## config.mk

```make
export PLATFORM = sky130hd
export DESIGN_NAME = ysyx_25040101_ifu_pc_flat
export DESIGN_NICKNAME = d
export VERILOG_FILES = /design/src/rtl/ysyx_25040101_ifu_pc_pkg.sv /design/src/rtl/ysyx_25040101_ifu_pc_if.sv /design/src/rtl/ysyx_25040101_ifu_pc.sv /design/src/flat_wrapper.sv
export SDC_FILE = /design/constraint.sdc
export NUM_CORES = 1
export LEC_CHECK = 0
export BUFFER_PORTS_ARGS = -buffer_cell sky130_fd_sc_hd__buf_2
export CAP_MARGIN = 25
export CORE_UTILIZATION = 48
export CTS_CLUSTER_DIAMETER = 100
export DETAILED_ROUTE_END_ITERATION = 8
export PLACE_DENSITY = 0.83
export SLEW_MARGIN = 20
export SYNTH_ARGS = -nofsm -noshare
export SYNTH_HDL_FRONTEND = slang
export SYNTH_SLANG_ARGS = --single-unit
```

## constraint.sdc

```tcl
create_clock -name clk -period 2.5 [get_ports clk]
set_input_delay 0.25 -clock clk [delete_from_list [all_inputs] [get_ports clk]]
set_output_delay 0.25 -clock clk [all_outputs]
set_load 0.03 [all_outputs]
```

## src/rtl/ysyx_25040101_ifu_pc_pkg.sv

```systemverilog
// Shared definitions for the IFU PC / fetch engine: widths, reset PC,
// FSM state encoding and the generic valid-select mux.
package ysyx_25040101_ifu_pc_pkg;

  localparam int DATA_LEN = 32;
  localparam logic [DATA_LEN-1:0] RESET_PC_DEF = 32'h8000_0000;

  // Encodings 5..7 are unused and recover to ST_FAULT.
  typedef enum logic [2:0] {
    ST_REQ   = 3'd0,
    ST_WAIT  = 3'd1,
    ST_DLVR  = 3'd2,
    ST_NPC   = 3'd3,
    ST_FAULT = 3'd4
  } ifu_state_e;

  // Generic 2:1 select used for the valid outputs: sel=1 picks b.
  function automatic logic vmux(input logic sel, input logic a, input logic b);
    return sel ? b : a;
  endfunction

endpackage

```

## src/rtl/ysyx_25040101_ifu_pc_if.sv

```systemverilog
// Bundle of the next-PC, fetch-bus and IDU handshakes of the IFU PC block.
// Every handshake is valid/ready: a transfer happens on the rising clock edge
// where both valid and ready are high; the valid side holds its payload stable
// until that edge.
// The master modport is the IFU itself; slave is the surrounding system.
interface ysyx_25040101_ifu_pc_if;
  import ysyx_25040101_ifu_pc_pkg::*;

  logic [DATA_LEN-1:0] raw_next_pc_i;
  logic                next_pc_valid_i;
  logic                next_pc_ready_o;
  logic                ifetch_req_valid_o;
  logic                ifetch_req_ready_i;
  logic [DATA_LEN-1:0] ifetch_addr_o;
  logic                ifetch_rsp_valid_i;
  logic [DATA_LEN-1:0] ifetch_rsp_data_i;
  logic                ifetch_rsp_err_i;
  logic                inst_valid_o;
  logic                inst_ready_i;
  logic [DATA_LEN-1:0] inst_o;
  logic [DATA_LEN-1:0] inst_pc_o;
  logic [DATA_LEN-1:0] pc_o;
  logic                fetch_fault_o;
  logic [DATA_LEN-1:0] fetch_cnt_o;
  ifu_state_e          state_dbg_o;

  modport master (
    input  raw_next_pc_i, next_pc_valid_i, ifetch_req_ready_i,
    input  ifetch_rsp_valid_i, ifetch_rsp_data_i, ifetch_rsp_err_i, inst_ready_i,
    output next_pc_ready_o, ifetch_req_valid_o, ifetch_addr_o, inst_valid_o,
    output inst_o, inst_pc_o, pc_o, fetch_fault_o, fetch_cnt_o, state_dbg_o
  );

  modport slave (
    output raw_next_pc_i, next_pc_valid_i, ifetch_req_ready_i,
    output ifetch_rsp_valid_i, ifetch_rsp_data_i, ifetch_rsp_err_i, inst_ready_i,
    input  next_pc_ready_o, ifetch_req_valid_o, ifetch_addr_o, inst_valid_o,
    input  inst_o, inst_pc_o, pc_o, fetch_fault_o, fetch_cnt_o, state_dbg_o
  );

endinterface

```

## src/rtl/ysyx_25040101_ifu_pc.sv

```systemverilog
// Architectural PC register and single-outstanding instruction fetch engine.
// Cycle: REQ (issue fetch) -> WAIT (response) -> DLVR (hand to IDU) ->
// NPC (take next PC) -> REQ. Misaligned PC or bus error parks in FAULT until
// reset. All outputs are decoded from registers only.
module ysyx_25040101_ifu_pc
  import ysyx_25040101_ifu_pc_pkg::*;
#(
  parameter logic [DATA_LEN-1:0] RESET_PC = RESET_PC_DEF
) (
  input  logic                      clk,
  input  logic                      rst_n,
  ysyx_25040101_ifu_pc_if.master    bus
);

  ifu_state_e          state_q, state_d;
  logic [DATA_LEN-1:0] pc_q, pc_d;
  logic [DATA_LEN-1:0] inst_q, inst_d;
  logic [DATA_LEN-1:0] inst_pc_q, inst_pc_d;
  logic [DATA_LEN-1:0] cnt_q, cnt_d;
  // Low during reset and for no longer: keeps every valid/ready at 0 while
  // rst_n is asserted without a combinational path from rst_n to outputs.
  logic                run_q;
  logic                pc_aligned;

  assign pc_aligned = (pc_q[1:0] == 2'b00);

  // State, PC and datapath registers.
  always_ff @(posedge clk or negedge rst_n) begin
    if (!rst_n) begin
      state_q   <= ST_REQ;
      pc_q      <= RESET_PC;
      inst_q    <= '0;
      inst_pc_q <= '0;
      cnt_q     <= '0;
      run_q     <= 1'b0;
    end else begin
      state_q   <= state_d;
      pc_q      <= pc_d;
      inst_q    <= inst_d;
      inst_pc_q <= inst_pc_d;
      cnt_q     <= cnt_d;
      run_q     <= 1'b1;
    end
  end

  // Next-state and datapath updates; inputs are only looked at in the state
  // that owns them, so out-of-state strobes change nothing.
  always_comb begin
    state_d   = state_q;
    pc_d      = pc_q;
    inst_d    = inst_q;
    inst_pc_d = inst_pc_q;
    cnt_d     = cnt_q;
    case (state_q)
      ST_REQ: begin
        if (run_q) begin
          if (!pc_aligned)                 state_d = ST_FAULT;
          else if (bus.ifetch_req_ready_i) state_d = ST_WAIT;
        end
      end
      ST_WAIT: begin
        if (bus.ifetch_rsp_valid_i) begin
          if (bus.ifetch_rsp_err_i) begin
            state_d = ST_FAULT;
          end else begin
            inst_d    = bus.ifetch_rsp_data_i;
            inst_pc_d = pc_q;
            state_d   = ST_DLVR;
          end
        end
      end
      ST_DLVR: begin
        if (bus.inst_ready_i) begin
          cnt_d   = cnt_q + 32'd1;
          state_d = ST_NPC;
        end
      end
      ST_NPC: begin
        if (bus.next_pc_valid_i) begin
          pc_d    = bus.raw_next_pc_i;
          state_d = ST_REQ;
        end
      end
      ST_FAULT: state_d = ST_FAULT;
      default:  state_d = ST_FAULT;
    endcase
  end

  // Output decode from registered state and PC.
  always_comb begin
    bus.ifetch_req_valid_o = vmux(state_q == ST_REQ, 1'b0, run_q & pc_aligned);
    bus.inst_valid_o       = vmux(state_q == ST_DLVR, 1'b0, run_q);
    bus.next_pc_ready_o    = (state_q == ST_NPC);
    bus.fetch_fault_o      = (state_q == ST_FAULT);
    bus.ifetch_addr_o      = pc_q;
    bus.pc_o               = pc_q;
    bus.inst_o             = inst_q;
    bus.inst_pc_o          = inst_pc_q;
    bus.fetch_cnt_o        = cnt_q;
    bus.state_dbg_o        = state_q;
  end

endmodule

```

## src/flat_wrapper.sv

```systemverilog
// flat-port wrapper written by rule: the top's interface ports become plain ports
module ysyx_25040101_ifu_pc_flat import ysyx_25040101_ifu_pc_pkg::*;
#(
  parameter logic [DATA_LEN-1:0] RESET_PC = RESET_PC_DEF
)
  (clk, rst_n, bus_raw_next_pc_i, bus_next_pc_valid_i, bus_ifetch_req_ready_i, bus_ifetch_rsp_valid_i, bus_ifetch_rsp_data_i, bus_ifetch_rsp_err_i, bus_inst_ready_i, bus_next_pc_ready_o, bus_ifetch_req_valid_o, bus_ifetch_addr_o, bus_inst_valid_o, bus_inst_o, bus_inst_pc_o, bus_pc_o, bus_fetch_fault_o, bus_fetch_cnt_o, bus_state_dbg_o);
  ysyx_25040101_ifu_pc_if bus_i ();
  input  logic clk;
  input  logic rst_n;
  input wire logic [$bits(bus_i.raw_next_pc_i)-1:0] bus_raw_next_pc_i;
  input wire logic [$bits(bus_i.next_pc_valid_i)-1:0] bus_next_pc_valid_i;
  input wire logic [$bits(bus_i.ifetch_req_ready_i)-1:0] bus_ifetch_req_ready_i;
  input wire logic [$bits(bus_i.ifetch_rsp_valid_i)-1:0] bus_ifetch_rsp_valid_i;
  input wire logic [$bits(bus_i.ifetch_rsp_data_i)-1:0] bus_ifetch_rsp_data_i;
  input wire logic [$bits(bus_i.ifetch_rsp_err_i)-1:0] bus_ifetch_rsp_err_i;
  input wire logic [$bits(bus_i.inst_ready_i)-1:0] bus_inst_ready_i;
  output wire logic [$bits(bus_i.next_pc_ready_o)-1:0] bus_next_pc_ready_o;
  output wire logic [$bits(bus_i.ifetch_req_valid_o)-1:0] bus_ifetch_req_valid_o;
  output wire logic [$bits(bus_i.ifetch_addr_o)-1:0] bus_ifetch_addr_o;
  output wire logic [$bits(bus_i.inst_valid_o)-1:0] bus_inst_valid_o;
  output wire logic [$bits(bus_i.inst_o)-1:0] bus_inst_o;
  output wire logic [$bits(bus_i.inst_pc_o)-1:0] bus_inst_pc_o;
  output wire logic [$bits(bus_i.pc_o)-1:0] bus_pc_o;
  output wire logic [$bits(bus_i.fetch_fault_o)-1:0] bus_fetch_fault_o;
  output wire logic [$bits(bus_i.fetch_cnt_o)-1:0] bus_fetch_cnt_o;
  output wire logic [$bits(bus_i.state_dbg_o)-1:0] bus_state_dbg_o;
  assign bus_i.raw_next_pc_i = bus_raw_next_pc_i;
  assign bus_i.next_pc_valid_i = bus_next_pc_valid_i;
  assign bus_i.ifetch_req_ready_i = bus_ifetch_req_ready_i;
  assign bus_i.ifetch_rsp_valid_i = bus_ifetch_rsp_valid_i;
  assign bus_i.ifetch_rsp_data_i = bus_ifetch_rsp_data_i;
  assign bus_i.ifetch_rsp_err_i = bus_ifetch_rsp_err_i;
  assign bus_i.inst_ready_i = bus_inst_ready_i;
  assign bus_next_pc_ready_o = bus_i.next_pc_ready_o;
  assign bus_ifetch_req_valid_o = bus_i.ifetch_req_valid_o;
  assign bus_ifetch_addr_o = bus_i.ifetch_addr_o;
  assign bus_inst_valid_o = bus_i.inst_valid_o;
  assign bus_inst_o = bus_i.inst_o;
  assign bus_inst_pc_o = bus_i.inst_pc_o;
  assign bus_pc_o = bus_i.pc_o;
  assign bus_fetch_fault_o = bus_i.fetch_fault_o;
  assign bus_fetch_cnt_o = bus_i.fetch_cnt_o;
  assign bus_state_dbg_o = bus_i.state_dbg_o;
  ysyx_25040101_ifu_pc #(.RESET_PC(RESET_PC)) u_core (.clk(clk), .rst_n(rst_n), .bus(bus_i));
endmodule
```

### After elaboration in Yosys (flattened, before gate mapping)

Index checks and enable logic that the tools add are counted.

* multiplexer cells: 10
* reduce and logical (&&, ||, !) cells: 6
* $add $sub $neg: 1
* bitwise gates (word level): 2
* equal/unequal tests: 9

Operators with widths (number)
* 32-bit by 1-bit adder with 32-bit output (second input constant): 1
* 3-bit 2-to-1 mux: 7
* 3-bit case mux with 4 select lines: 1
* 3-bit by 2-bit == test with 1-bit output (second input constant): 2
* 2-bit inequality test (second input constant): 3
* 5-bit AND reduction: 1
* 2-bit AND reduction: 2
* 3-bit by 1-bit == test with 1-bit output (second input constant): 1
* 3-bit == test (second input constant): 1
* 3-bit logical NOT: 1
* 3-bit inequality test (second input constant): 1
* 3-bit AND reduction: 1
* 2-bit logical NOT: 1
* 1-bit 2-to-1 mux: 2
* 2-bit by 1-bit inequality test with 1-bit output (second input constant): 1
* 1-bit AND: 1
* 1-bit inverter: 1

* word-level logic and storage cells: 34
* input bits: 71
* register bits after elaboration: 132
* output and inout port bits: 167

### Logic depth before layout (Yosys ltp)

Gate-level depths: netlist (run 1).

* depth after elaboration: 4
* depth in mapped cells: 6
* depth with buffers taken out: 5

### Worst setup path after synthesis (run 1)

OpenSTA, ideal clock, no wires.

* kind: register -> output
* start: reg u_core.pc_q[1], in the netlist u_core.bus.ifetch_addr_o[1]
* end: out bus_ifetch_req_valid_o
* required time: 2.250 ns
* cell stages (with the launch flop): 3
* setup slack: 0.428 ns
* buffers on the path: 0
* data arrival time: 1.822 ns
* cells stage by stage: dfrtp_1 > or2_2 > nor4_1

* cells in the longest elaborated chain, start to end: 3

Ends and longest elaborated chain
* start, declared: line ysyx_25040101_ifu_pc.sv:16 `logic [DATA_LEN-1:0] pc_q, pc_d;`
* start signal, assigned: line ysyx_25040101_ifu_pc.sv:38 `pc_q <= pc_d;`
* 2-bit logical NOT: line ysyx_25040101_ifu_pc.sv:25 `assign pc_aligned = (pc_q[1:0] == 2'b00);`
* 1-bit AND: line ysyx_25040101_ifu_pc.sv:91 `bus.ifetch_req_valid_o = vmux(state_q == ST_REQ, 1'b0, run_q & pc_aligned);`
* 1-bit 2-to-1 mux: line ysyx_25040101_ifu_pc_pkg.sv:19 `return sel ? b : a;`
* end, declared: line flat_wrapper.sv:18 `output wire logic [$bits(bus_i.ifetch_req_valid_o)-1:0] bus_ifetch_req_valid_o;`

No other way between the ends.

### Final worst setup path (run 1)

* start: reg u_core.cnt_q[0], in the netlist u_core.bus.fetch_cnt_o[0]
* end: reg u_core.cnt_q[30], in the netlist u_core.bus.fetch_cnt_o[30]

* cells in the longest elaborated chain, start to end: 1

Ends and longest elaborated chain
* start, declared: line ysyx_25040101_ifu_pc.sv:19 `logic [DATA_LEN-1:0] cnt_q, cnt_d;`
* start signal, assigned: line ysyx_25040101_ifu_pc.sv:41 `cnt_q <= cnt_d;`
* 32-bit by 1-bit adder with 32-bit output: line ysyx_25040101_ifu_pc.sv:74 `cnt_d = cnt_q + 32'd1;`

No other way between the ends.
A chain may end at the register's enable or synchronous reset.

==> reports/results.tsv, run 1 <==
stage	metric	value	unit
route	drt first-iter violations	166	
critical_path	Worst EP required	2.83	ns
global_routing	Overflow after GRT	0	
critical_path	Crit-path slowest cell	dfrtp_1	
global_routing	initial antenna violation count	0	
die	die height	110	um
timing	Slew HR	54.7	%
critical_path	CP Launch Type	flip-flop	
yosys	ys flop type	dfrtp_1	
route	DR WL/cell	15.9	um
clocking	Reg clk slew, reported paths	0.06	ns
die	die width	110	um
die	Cell Rows	39	
power	Power, Total	4.71	mW
run_status	status	finished clean	
clocking	Sinks on Clock Net	132	
route	DRT Pass-1 Iters	4	
timing	Least-Margin Pin Slew	0.680	ns
critical_path	cell breakdown of the critical path	ha_1, nand4_1, or4_4, nor4_4, xnor2_1	
yosys	sequential area share after synthesis	58.6	%
clocking	cts bufs inserted	17	
timing	Max Slew Vio Count	0	
critical_path	critical path arrival	2.36	ns
finish	area grow syn2layout	30.8	%
yosys	syn_nets	474	
finish	Util after Layout	64.6	%
die	Core ar.	0.0114	mm^2
route	DRC violations left	0	
power	pwr/cell area	638	mW/mm^2
power	Pleak	4.27	nW
critical_path	cell family with most CP delay	simple AND/OR/NAND/NOR gates	
finish	Fillers	865	
global_routing	gr usage total	20.4	%
critical_path	Setup crit end kind	flip-flop	
finish	final cell count without fillers	774	
timing	worst hold slack	0.0671	ns
clocking	Max clock buf depth	2	
timing	Fin Setup TNS	0	ns
yosys	largest cells by area after synthesis	dfrtp_1 (58%), mux2_2 (19%), buf_4 (4.3%)	
timing	clock skew	0.00758	ns
yosys	cell with the most instances after synthesis	dfrtp_1	
yosys	register bit total from synthesis	132	
route	post-route ant nets	0	
finish	Post-Layout Inst Area	0.00738	mm^2
timing	Worst Slack Setup Final	0.472	ns
timing	RSZ-0062 raised after global routing	no	
clocking	worst skew pair latency	0.41	ns
critical_path	WP buf/inv	0	
clocking	post-cts sizing count	0	
clocking	# H-tree levels	4	
timing	Tmin final	2.03	ns
place	placed cells	741	
finish	share of cells above drive strength 1	62.0	%
die	Ports	238	
place	Post-DP Area	0.00677	mm^2
critical_path	Setup CP Type	flip-flop to flip-flop	
finish	ANT cells	0	
yosys	Distinct cells, synth	42	
yosys	Mapped Area	0.00564	mm^2
yosys	ys async rst share	100	%
route	Vias/cell	5.12	
yosys	syn_area_per_cell	14.0	um^2
hold_path	HP Class	input port to flip-flop	
global_routing	first-pass GRT wire length	18.5	mm
place	worst slack at placement	0.486	ns
die	Die Area	0.0122	mm^2
route	Via Count	3964	
yosys	Syn. warnings	0	
clocking	TritonCTS clock tree	yes	
job	max cap viols	0	
route	total wire length	12.3	mm
finish	Final #Nets	690	
power	VDD IR-drop max	471	uV
critical_path	Critical Path Fanout Max	9	
die	Starting Density	49.4	%
timing	Final Hold Vio Count	0	
clocking	Root Buffer	clkbuf_16	
yosys	leading area contributor after synthesis	dfrtp_1	
yosys	most frequent cells after synthesis	dfrtp_1 (131), mux2_2 (96), buf_4 (32)	
place	routability cong.	0.813	
yosys	Post-synth EDFFs	0	
yosys	Mapped Cells	402	
yosys	area share of the largest cell type after synthesis	58.1	%
global_routing	number of global-route vias before repair	3822	
place	HPWL after detailed placement	8.59	mm
timing	Final Setup Violations	0	
place	PortBufs	237	
timing	period utilization	81.1	%
critical_path	slowest stage delay, CP	0.51	ns
timing	Max Fclk	0.493	GHz
global_routing	largest net degree at the start of global routing	55	
## per-layer routing
layer,share of wire (%),up-vias,track usage [%]
met1,40,1967,24.0
met2,51,168,33.7
met3,7.8,18,7.00
li1,-,1811,-
met4,1.7,0,9.12
met5,0,-,0
## sequential cells by signal, indices dropped and copies added (netlist names)
name,flops
u_core.bus.inst_pc_o,32
u_core.bus.state_dbg_o,3
u_core.bus.ifetch_addr_o,32
u_core.bus.inst_o,32
u_core.bus.fetch_cnt_o,32
u_core.run_q,1
## layout make-up
| cell class | instances | area (um^2) | area share [%] |
|---|---|---|---|
| timing repair buffer | 243 | 1270 | 17.3 |
| tap | 143 | 179 | 2.43 |
| inverter | 5 | 18.8 | 0.254 |
| clock buffer | 23 | 498 | 6.75 |
| sequential | 132 | 3300 | 44.8 |
| clock inverter | 9 | 100 | 1.36 |
| multi-input combinational | 219 | 2000 | 27.2 |
## path summary, 6_finish.rpt
path,slack (ns),startpoint,depth (start not counted),endpoint
setup reg to reg,0.47,u_core.bus.fetch_cnt_o[0],5,u_core.bus.fetch_cnt_o[30]
max in group asynchronous,1.36,rst_n,3,u_core.bus.ifetch_addr_o[31]
setup / recovery,0.47,u_core.bus.fetch_cnt_o[0],5,u_core.bus.fetch_cnt_o[30]
hold reg to reg,0.48,u_core.bus.fetch_cnt_o[31],1,u_core.bus.fetch_cnt_o[31]
hold / removal,0.07,bus_ifetch_rsp_data_i[18],2,u_core.bus.inst_o[18]
min in group asynchronous,0.43,rst_n,2,u_core.bus.fetch_cnt_o[29]
## cell families (layout without fill, tap and decap cells)
logic type	count (synthesis)	after routing	share of synthesized area, %
buffers and inverters	51	280	5.99
DFF	132	132	58.6
muxes	97	97	19.3
AOI/OAI and AO/OA	7	7	0.888
other	1	1	0.0665
adders and majority gates	1	1	0.222
xor gates and xnor gates	31	31	4.81
and+or+nand+nor	82	82	10.1
## power by group
part	leakage [nW]	switching, mW	total (mW)	internal, mW
combinational	2.16	0.0594	0.107	0.0474
clock	0.295	0.871	2.46	1.59
sequential	1.81	0.000306	2.14	2.14
## what timing repair did
| item | 4_1_cts | 5_1_grt |
|---|---|---|
| endpoints found under the hold margin | 49 | 0 |
| hold buffers | 1 | 0 |
| setup buffers | 0 | 0 |
## cell usage in the layout (no fill, tap or decap), types with 9 or more instances in the layout
cell,instances
buf_2,236
dfrtp_1,131
mux2_2,96
nand2_1,17
clkbuf_16,17
xor2_1,16
xnor2_1,15
nor3_1,14
nand4_1,9
nand3_1,9
No activity file was read; power rests on OpenSTA's default activity.
==> run 2: changes to the inputs <==
--- a/config.mk
+++ b/config.mk
@@ -7,10 +7,10 @@
 export LEC_CHECK = 0
 export BUFFER_PORTS_ARGS = -buffer_cell sky130_fd_sc_hd__buf_2
 export CAP_MARGIN = 25
-export CORE_UTILIZATION = 48
+export CORE_UTILIZATION = 43
 export CTS_CLUSTER_DIAMETER = 100
 export DETAILED_ROUTE_END_ITERATION = 8
-export PLACE_DENSITY = 0.83
+export PLACE_DENSITY = 0.79
 export SLEW_MARGIN = 20
 export SYNTH_ARGS = -nofsm -noshare
 export SYNTH_HDL_FRONTEND = slang
==> constraint.sdc (replaced) <==
create_clock -name clk -period 1.8 [get_ports clk]
set_input_delay 0.18 -clock clk [delete_from_list [all_inputs] [get_ports clk]]
set_output_delay 0.18 -clock clk [all_outputs]
set_load 0.03 [all_outputs]
==> run 2 against run 1 <==
Compared with the run above:
- fmax up 16%
- cell area rose by 11%
- register-to-register slack got worse by 0.42 ns
- utilization decreased by 0.33 points
- critical path depth shrank 1
- via count up 7.0%
==> reports/results.tsv, run 2 (synthesized netlist as in run 1, its figures left out) <==
stage	metric	value	unit
place	PortBufs	237	
route	drt first-iter violations	142	
timing	Max Fclk	0.573	GHz
critical_path	register-to-register setup slack	0.05	ns
place	routability cong.	0.828	
die	Die Area	0.0136	mm^2
route	DRT Pass-1 Iters	4	
route	total wire length	14.3	mm
route	Via Count	4241	
finish	area grow syn2layout	45.0	%
global_routing	met1 Use GR	23.6	%
finish	commonest non-fill, non-tap cell in the layout	buf_2	
timing	Final Setup Violations	0	
critical_path	Worst EP required	2.13	ns
clocking	TritonCTS clock tree	yes	
route	DRC violations left	0	
finish	share of cells above drive strength 1	60.6	%
finish	Final #Nets	759	
finish	most frequent cells in the layout	buf_2 (234), dfrtp_1 (124), mux2_2 (96)	
finish	final cell count without fillers	872	
critical_path	CP Launch Type	flip-flop	
power	VDD IR-drop max	689	uV
critical_path	worst reg-to-reg path cell count	4	
die	die width	117	um
clocking	Max clock buf depth	2	
run_status	status	finished clean	
route	post-route ant nets	0	
timing	Final Hold Vio Count	0	
hold_path	HP Class	input port to flip-flop	
critical_path	Crit-path slowest cell	dfrtp_2	
critical_path	Critical Path Fanout Max	10	
global_routing	gr usage total	21.3	%
place	placed cells	782	
power	Power, Total	6.65	mW
die	Ports	238	
die	Core ar.	0.0127	mm^2
critical_path	RR Startpoint	u_core.bus.state_dbg_o[2]	
die	Starting Density	44.3	%
place	HPWL after detailed placement	9.23	mm
clocking	Sinks on Clock Net	132	
critical_path	cell breakdown of the critical path	and4bb_4, nand4_4, nor4_2, xor2_1	
critical_path	Setup CP Type	flip-flop to flip-flop	
job	max cap viols	0	
clocking	Root Buffer	clkbuf_16	
timing	clock skew	0.00558	ns
critical_path	r2r endpoint	u_core.bus.fetch_cnt_o[29]	
hold_path	Hold Crit Start	bus_raw_next_pc_i[13]	
critical_path	slowest stage delay, CP	0.48	ns
finish	Fillers	971	
route	DR WL/cell	16.5	um
die	die height	117	um
timing	period utilization	96.9	%
critical_path	critical path arrival	2.08	ns
global_routing	Overflow after GRT	0	
timing	RSZ-0062 raised after global routing	yes	
clocking	Reg clk slew, reported paths	0.06	ns
clocking	# H-tree levels	4	
global_routing	GRT met3 Usage	5.60	%
critical_path	Setup crit end kind	flip-flop	
hold_path	hold-critical path depth	2	
place	worst slack at placement	0.0328	ns
global_routing	met2 Resource Use GR	37.8	%
global_routing	first-pass GRT wire length	21.6	mm
global_routing	largest net degree at the start of global routing	78	
global_routing	initial antenna violation count	0	
route	Vias/cell	4.86	
die	Cell Rows	41	
timing	Tmin final	1.75	ns
clocking	cts bufs inserted	17	
finish	ANT cells	0	
power	Pleak	4.54	nW
clocking	worst skew pair latency	0.41	ns
timing	Worst Slack Setup Final	0.0550	ns
power	pwr/cell area	813	mW/mm^2
timing	Max Slew Vio Count	0	
global_routing	busiest layer in global routing	met2	
global_routing	number of global-route vias before repair	4322	
hold_path	Hold Crit Endpoint	u_core.bus.ifetch_addr_o[13]	
==> run 2: stage by stage <==
step	hold slack, ns	utilization [%]	setup TNS, ns	cell area (um^2)
6_report	0.0174	64.3	0	8180
5_1_grt	0.00486	64.3	-0.0122	8180
3_3_place_gp	0.129	54.6	0	6940
4_1_cts	0.00164	63.7	0	8110
3_5_place_dp	0.146	54.6	0	6940
2_1_floorplan	-0.116	-	-0.262	5680
==> run 2: layer usage <==
layer | share of wire [%] | vias up
met5 | 0 | -
met4 | 2.8 | 0
met3 | 5.6 | 35
met2 | 53 | 169
met1 | 38 | 2093
li1 | - | 1944
==> run 2: where the power goes <==
group / internal, mW / switching, mW / leakage [nW] / total (mW)
logic: 0.143 / 0.105 / 2.46 / 0.248
clock network: 2.14 / 1.29 / 0.276 / 3.43
registers: 2.97 / 0.00118 / 1.80 / 2.97
total: 5.26 / 1.39 / 4.54 / 6.65
==> run 2: worst max-delay path by stage <==
stage	from	endpoint	slack, ns	cells past startpoint
global placement	u_core.bus.state_dbg_o[1]	u_core.bus.inst_pc_o[11]	0.12	3
floorplan	u_core.bus.fetch_cnt_o[0]	u_core.bus.fetch_cnt_o[30]	-0.06	6
CTS	u_core.bus.state_dbg_o[0]	bus_inst_valid_o	0.008	4
detailed placement	u_core.bus.state_dbg_o[2]	u_core.bus.fetch_cnt_o[18]	0.03	4
finish	u_core.bus.state_dbg_o[2]	u_core.bus.fetch_cnt_o[29]	0.05	4
global route	u_core.bus.state_dbg_o[2]	u_core.bus.fetch_cnt_o[29]	-0.01	4
==> run 2: layout make-up <==
type / count / area (um^2) / area share, %
Clock inverter: 12 / 129 / 1.58
Timing Repair Buffer: 312 / 1950 / 23.9
Sequential cell: 132 / 3310 / 40.5
Inverter: 5 / 18.8 / 0.229
Multi-Input combinational cell: 219 / 2080 / 25.5
Tap cell: 172 / 215 / 2.63
Clock buffer: 20 / 467 / 5.71
==> run 2: critical path: cells and delay by family (launching register included) <==
family / cells / cell delay, ns
and+or+nand+nor: 3 / 1.02
xor gates and xnor gates: 1 / 0.16
DFF: 1 / 0.48
==> run 2: what timing repair did <==
action                                  CTS  global route
pin swaps                                 0             1
endpoints found under the setup margin    3            39
setup buffers                             0             2
hold endpoints to repair                 82             0
hold buffers                             56             0
resized for setup                         4             9
